## src/rtl/rf_pkg.sv

```systemverilog
// Shared defaults and helpers for the scoreboarded register file.
// Holds parameter defaults, the address-width function and the hard-wired zero register.
package rf_pkg;

  localparam int DEPTH_DEFAULT = 32;
  localparam int BITS_DEFAULT  = 64;
  localparam int ZERO_REG      = 0;

  // Guard keeps the address at least one bit wide for tiny files.
  function automatic int aw_of(input int depth);
    return (depth < 2) ? 1 : $clog2(depth);
  endfunction

endpackage

```

## src/rtl/rf_scoreboard.sv

```systemverilog
// Pending-write tracking for the register file.
// Holds busy bits, accepts reservations, counts busy registers and flags stray writebacks.
module rf_scoreboard
  import rf_pkg::*;
#(
  parameter int DEPTH = DEPTH_DEFAULT,
  parameter int AW    = aw_of(DEPTH)
) (
  input  logic             clk,
  input  logic             rst_n,
  input  logic             wr_en,
  input  logic [AW-1:0]    wr_addr,
  input  logic             issue_en,
  input  logic [AW-1:0]    issue_addr,
  output logic             issue_ready,
  output logic [DEPTH-1:0] busy,
  output logic [AW:0]      busy_count,
  output logic             wb_err
);

  localparam logic [AW-1:0] ZERO_ADDR = AW'(ZERO_REG);

  logic             wb_hit;
  logic             set_hit;
  logic             cnt_inc;
  logic             cnt_dec;
  logic [DEPTH-1:0] busy_nxt;
  logic [AW:0]      count_nxt;
  logic             err_nxt;

  always_comb begin
    wb_hit      = wr_en && (wr_addr != ZERO_ADDR);
    issue_ready = (issue_addr == ZERO_ADDR) || !busy[issue_addr] ||
                  (wr_en && (wr_addr == issue_addr));
    set_hit     = issue_en && issue_ready && (issue_addr != ZERO_ADDR);

    // Reservation applied after the clear so a same-address set wins.
    busy_nxt = busy;
    if (wb_hit)
      busy_nxt[wr_addr] = 1'b0;
    if (set_hit)
      busy_nxt[issue_addr] = 1'b1;

    cnt_inc   = set_hit && !busy[issue_addr];
    cnt_dec   = wb_hit && busy[wr_addr] && !(set_hit && (issue_addr == wr_addr));
    count_nxt = busy_count + (AW+1)'(cnt_inc) - (AW+1)'(cnt_dec);

    err_nxt = wb_err || (wb_hit && !busy[wr_addr]);
  end

  always_ff @(posedge clk or negedge rst_n) begin
    if (!rst_n) begin
      busy       <= '0;
      busy_count <= '0;
      wb_err     <= 1'b0;
    end else begin
      busy       <= busy_nxt;
      busy_count <= count_nxt;
      wb_err     <= err_nxt;
    end
  end

endmodule

```

## src/rtl/scoreboard_reg_file.sv

```systemverilog
// Register file with write bypass and a pending-writeback scoreboard.
// Data array and read muxes live here; reservation tracking is in rf_scoreboard.
module scoreboard_reg_file
  import rf_pkg::*;
#(
  parameter int DEPTH = DEPTH_DEFAULT,
  parameter int BITS  = BITS_DEFAULT,
  parameter int NREAD = 2,
  localparam int AW   = aw_of(DEPTH)
) (
  input  logic                       clk,
  input  logic                       rst_n,
  input  logic [NREAD-1:0][AW-1:0]   rd_addr,
  output logic [NREAD-1:0][BITS-1:0] rd_data,
  output logic [NREAD-1:0]           rd_busy,
  input  logic                       wr_en,
  input  logic [AW-1:0]              wr_addr,
  input  logic [BITS-1:0]            wr_data,
  input  logic                       issue_en,
  input  logic [AW-1:0]              issue_addr,
  output logic                       issue_ready,
  output logic [AW:0]                busy_count,
  output logic                       wb_err
);

  localparam logic [AW-1:0] ZERO_ADDR = AW'(ZERO_REG);

  logic [BITS-1:0]  regs [DEPTH];
  logic [DEPTH-1:0] busy;
  logic             wb_hit;

  assign wb_hit = wr_en && (wr_addr != ZERO_ADDR);

  always_ff @(posedge clk or negedge rst_n) begin
    if (!rst_n) begin
      for (int i = 0; i < DEPTH; i++)
        regs[i] <= '0;
    end else if (wb_hit) begin
      regs[wr_addr] <= wr_data;
    end
  end

  always_comb begin
    rd_data = '0;
    rd_busy = '0;
    for (int i = 0; i < NREAD; i++) begin
      if (rd_addr[i] != ZERO_ADDR) begin
        if (wb_hit && (wr_addr == rd_addr[i])) begin
          rd_data[i] = wr_data;
          rd_busy[i] = 1'b0;
        end else begin
          rd_data[i] = regs[rd_addr[i]];
          rd_busy[i] = busy[rd_addr[i]];
        end
      end
    end
  end

  rf_scoreboard #(
    .DEPTH (DEPTH),
    .AW    (AW)
  ) u_scoreboard (
    .clk         (clk),
    .rst_n       (rst_n),
    .wr_en       (wr_en),
    .wr_addr     (wr_addr),
    .issue_en    (issue_en),
    .issue_addr  (issue_addr),
    .issue_ready (issue_ready),
    .busy        (busy),
    .busy_count  (busy_count),
    .wb_err      (wb_err)
  );

endmodule

```

## config.mk

```make
export PLATFORM = sky130hd
export DESIGN_NAME = scoreboard_reg_file
export DESIGN_NICKNAME = d
export VERILOG_FILES = /design/src/rtl/rf_pkg.sv /design/src/rtl/rf_scoreboard.sv /design/src/rtl/scoreboard_reg_file.sv
export SDC_FILE = /design/constraint.sdc
export NUM_CORES = 2
export LEC_CHECK = 0
export CORE_ASPECT_RATIO = 1.4
export CORE_MARGIN = 2
export CORE_UTILIZATION = 63
export DETAILED_ROUTE_END_ITERATION = 8
export PLACE_DENSITY = 0.92
export SLEW_MARGIN = 0
export SYNTH_ARGS = -nofsm -noshare
export SYNTH_HDL_FRONTEND = slang
export SYNTH_SLANG_ARGS = --single-unit
```

## constraint.sdc

```tcl
create_clock -name clk -period 3.2 [get_ports clk]
set_input_delay 0.64 -clock clk [delete_from_list [all_inputs] [get_ports clk]]
set_output_delay 0.64 -clock clk [all_outputs]
set_load 0.1 [all_outputs]
```

==> results of run 1 <==
## kinds of logic after synthesis
logic type / after synthesis
mux: 3312
flops: 2087
buf+inv: 966
xor+xnor: 20
fa+ha+maj: 7
compound gates: 975
simple gates: 620
## stage by stage
| stage | TNS, ps | util (%) |
|---|---|---|
| 3_5_place_dp | -107700 | 71.4 |
| 2_1_floorplan | -604 | - |
| 4_1_cts | -23140 | 78.0 |
| 3_3_place_gp | -103080 | 71.4 |
## routing by layer
| layer | GRT usage (%) | GRT overflow |
|---|---|---|
| met3 | 72.4 | 32 |
| met4 | 76.6 | 247 |
| met5 | 51.7 | 6 |
| met2 | 87.0 | 327 |
| met1 | 75.1 | 20 |
## what timing repair did
| item | CTS |
|---|---|
| gates cloned | 35 |
| endpoints found under the setup margin | 131 |
| endpoints found under the hold margin | 36 |
| gates resized for setup | 635 |
| hold buffers | 1 |
| pin swaps | 258 |
| buffers inserted | 140 |
==> flow_metrics.tcl, run 1 <==
set metrics [dict create \
    die_w_um 361 \
    ioPinCount 226 \
    synth_top_family_by_area "multiplexers" \
    status "aborted with a tool error" \
    grt_max_degree 165 \
    ys_types 67 \
    ys_top_cells_by_count "dfrtp_1 (2087), mux2_2 (1993), mux4_2 (801), mux2i_1 (518), clkbuf_1 (483)" \
    routabilityCongestion 1.00 \
    synth_adder_area_share_pct 0.0844 \
    synth_nets 8082 \
    synth-edff-count 0 \
    synth_area_leader_cell "dfrtp_1" \
    synth_compound_area_share_pct 6.19 \
    numCtsBuffers 195 \
    fp.dieH_um 504 \
    portBuffers 225 \
    error "[ERROR GRT-0232] Routing congestion too high. Check the congestion heatmap in the GUI." \
    h-tree-depth 4 \
    synth_most_common_cell "dfrtp_1" \
    dp.cells 10600 \
    start_util_pct 63.4 \
    synth_top_area_share_pct 46.4 \
    clk_root_buffer_cell "clkbuf_16" \
    ys_seq_area_share_pct 46.4 \
    ys_seq_elements 2087 \
    crit_endpoint "rd_busy[0]" \
    haltStage "global routing" \
    netlist_area_um2 113000 \
    synth-xor-area-share_pct 0.156 \
    placementRows 183 \
    worstEndpointType "output port" \
    async_reset_ff_share_pct 100 \
    hpwl_um 269000 \
    synth.mux.area_fraction_pct 40.6 \
    syn_avg_cell_area_um2 14.1 \
    synth_ff_type "dfrtp_1" \
    dp_slack_ps -1080 \
    placed_area_um2 127000 \
    ys_top_cells_by_area "dfrtp_1 (46%), mux2_2 (20%), mux4_2 (16%)" \
    cts_max_path_buffers 3 \
    clkSinkCount 2087 \
    synthCells 7987 \
    grt_overflow 632 \
    yosysWarnings 0 \
    grtUsageTotal_pct 77.5 \
    synth-simple-area-share_pct 2.57 \
]
==> run 2: changes to the inputs <==
--- a/config.mk
+++ b/config.mk
@@ -5,11 +5,10 @@
 export SDC_FILE = /design/constraint.sdc
 export NUM_CORES = 2
 export LEC_CHECK = 0
-export CORE_ASPECT_RATIO = 1.4
 export CORE_MARGIN = 2
-export CORE_UTILIZATION = 63
+export CORE_UTILIZATION = 40
 export DETAILED_ROUTE_END_ITERATION = 8
-export PLACE_DENSITY = 0.92
+export PLACE_DENSITY_LB_ADDON = 0.15
 export SLEW_MARGIN = 0
 export SYNTH_ARGS = -nofsm -noshare
 export SYNTH_HDL_FRONTEND = slang
==> flow_metrics.tcl, run 2 <==
set metrics [dict create \
    crit_path_end_kind "primary output" \
    grt_pass1_wl_um 610000 \
    grtUsageTotal_pct 29.2 \
    setup_viol 130 \
    synth_area_leader_cell "dfrtp_1" \
    critPathMaxFanout 4 \
    core_um2 280000 \
    synth-edff-count 0 \
    antenna_left 0 \
    clock_latency_ps 900 \
    synth_ff_type "dfrtp_1" \
    setup_ws_ps -459 \
    r2r-start "u_scoreboard.busy[7]" \
    fp.dieH_um 535 \
    h-tree-depth 4 \
    die_area_um2 286000 \
    reg2regPathDepth 15 \
    drc_errors 0 \
    synth_nets 8082 \
    layout-drive-gt1-share_pct 57.8 \
    ioPinCount 226 \
    synthCells 7987 \
    layout.nets 8961 \
    die_w_um 535 \
    first_global_vias 83500 \
    cts_tree "built" \
    status "finished with violations" \
    numCtsBuffers 235 \
    vias 80200 \
    yosysWarnings 0 \
    period_needed_ps 3660 \
    fmax_mhz 273 \
    syn2layout_area_growth_pct 28.5 \
    ys_seq_area_share_pct 46.4 \
    routabilityCongestion 0.893 \
    clkSinkCount 2087 \
    violations "setup timing" \
    ys_top_cells_by_area "dfrtp_1 (46%), mux2_2 (20%), mux4_2 (16%)" \
    largest_reg_flops 2048 \
    clk_root_buffer_cell "clkbuf_16" \
    worst_pin_slew_ps 871 \
    synth_top_area_share_pct 46.4 \
    rsz0062_at_grt "yes" \
    async_reset_ff_share_pct 100 \
    final_util_pct 51.7 \
    fin_setup_tns_ps -24180 \
    grt_max_degree 120 \
    first_pass_iters 5 \
    top_regs "regs x2048, u_scoreboard.busy x32, u_scoreboard.busy_count x6" \
    slew_headroom_pct 41.9 \
    grt_overflow 0 \
    ys_top_cells_by_count "dfrtp_1 (2087), mux2_2 (1993), mux4_2 (801), mux2i_1 (518), clkbuf_1 (483)" \
    path_class "reg -> out" \
    hp-class "in -> async" \
    synth_most_common_cell "dfrtp_1" \
    placementRows 194 \
    hold_viol_final 0 \
    final_cell_mix "dfrtp_1 (2087), mux2_2 (1993), buf_4 (809)" \
    start_util_pct 40.3 \
    finalCritPeriodShare_pct 114 \
    cts_max_path_buffers 4 \
    cellPowerDensity_nw_per_um2 598 \
    clock_skew_ps 10.9 \
    wirelength_um 427000 \
    path_clk_slew_ps 60 \
    regMostFlops "regs" \
    slew_viol_final 0 \
    vdd_drop_max_mv 0.445 \
    antenna_found_initial 10 \
    placed_area_um2 130000 \
    leakage_uw 0.0633 \
    layout_commonest_cell "dfrtp_1" \
    r2r_slack_ps 210 \
    critPathLaunchType "register" \
    final_area_um2 145000 \
    wl_per_cell_um 33.4 \
    arrival_ps 3020 \
    worstReg2RegEnd "u_scoreboard.busy_count[5]" \
    avgViaCountPerCell 6.27 \
    hpwl_um 278000 \
    ys_types 67 \
    dp_slack_ps -871 \
    critical_path_required_ps 2560 \
    drtIter0Drc 6990 \
    maxCapViolCount 0 \
    portBuffers 225 \
    syn_avg_cell_area_um2 14.1 \
    netlist_area_um2 113000 \
    ys_seq_elements 2087 \
]
==> run 2: metrics by stage <==
stage / power (µW) / cells / hold slack, ps
final: 86400 / 12800 / 300
after global placement: 55700 / 12100 / 360
after CTS: 86200 / 12700 / 258
after detailed placement: 56400 / 12100 / 363
after floorplan: 48800 / 7987 / 344
after global routing: 89800 / 12800 / 307
==> run 2: logic make-up (layout without fill, tap and decap cells) <==
family                     count (synthesis)  in the layout  share of synthesized area [%]
and+or+nand+nor                          620            620                           2.57
other                                      0              8                              0
muxes                                   3312           3312                           40.6
xor gates and xnor gates                  20             20                          0.156
adders and majority gates                  7              7                         0.0844
DFF                                     2087           2087                           46.4
buffers and inverters                    966           2035                           4.06
AOI/OAI and AO/OA                        975            975                           6.19
==> run 2: layout make-up <==
| type | count | area [µm²] |
|---|---|---|
| Antenna cell | 8 | 20.0 |
| Tap cell | 3724 | 4660 |
| Clock inverter | 87 | 1120 |
| Inverter | 15 | 73.8 |
| Timing Repair Buffer | 1593 | 20800 |
| Clock buffer | 340 | 6980 |
| Sequential cell | 2087 | 52200 |
| Multi-Input combinational cell | 4934 | 58800 |
| Fill cell | 23400 | 135000 |
==> run 2: critical path, stage by stage, from the launching register on <==
cell and delay, ps:
dfrtp_1 400, buf_6 150, mux4_2 460, mux4_2 500, mux2i_2 220, buf_4 160
nor3_4 60, buf_12 170
==> run 2: worst max-delay path by stage <==
stage                              start           to  slack, ps  cells after the start
floorplan                     rd_addr[0]  rd_data[63]       -290                      9
global placement              wr_addr[0]   rd_data[0]       -860                     11
detailed placement            wr_addr[0]   rd_data[0]       -870                     11
CTS                 u_scoreboard.busy[7]   rd_busy[0]       -490                      7
global route        u_scoreboard.busy[7]   rd_busy[0]       -510                      7
finish              u_scoreboard.busy[4]   rd_busy[0]       -460                      7
==> run 2: power breakdown <==
group / leakage, µW / switching (µW) / internal (µW)
registers: 0.0268 / 3780 / 31500
clock network: 0.00400 / 11800 / 16900
logic: 0.0326 / 10400 / 12100
==> run 2: what timing repair did <==
action,CTS,global route
gates resized for setup,531,242
hold buffers,1,0
pin swaps,225,210
cloned,47,22
endpoints found under the hold margin,103,0
buffers inserted,128,107
setup endpoints to repair,131,133
==> run 2: routing by layer <==
metal	track usage, %	part of all wire, %	wire, µm	vias up
met2	46.8	47	203000	3235
met4	13.5	5.0	21200	6
met5	0	0.0077	33	-
met3	5.18	6.8	29200	873
li1	-	-	-	32700
met1	38.6	41	174000	43400
Power figures use the tool's default switching activity.
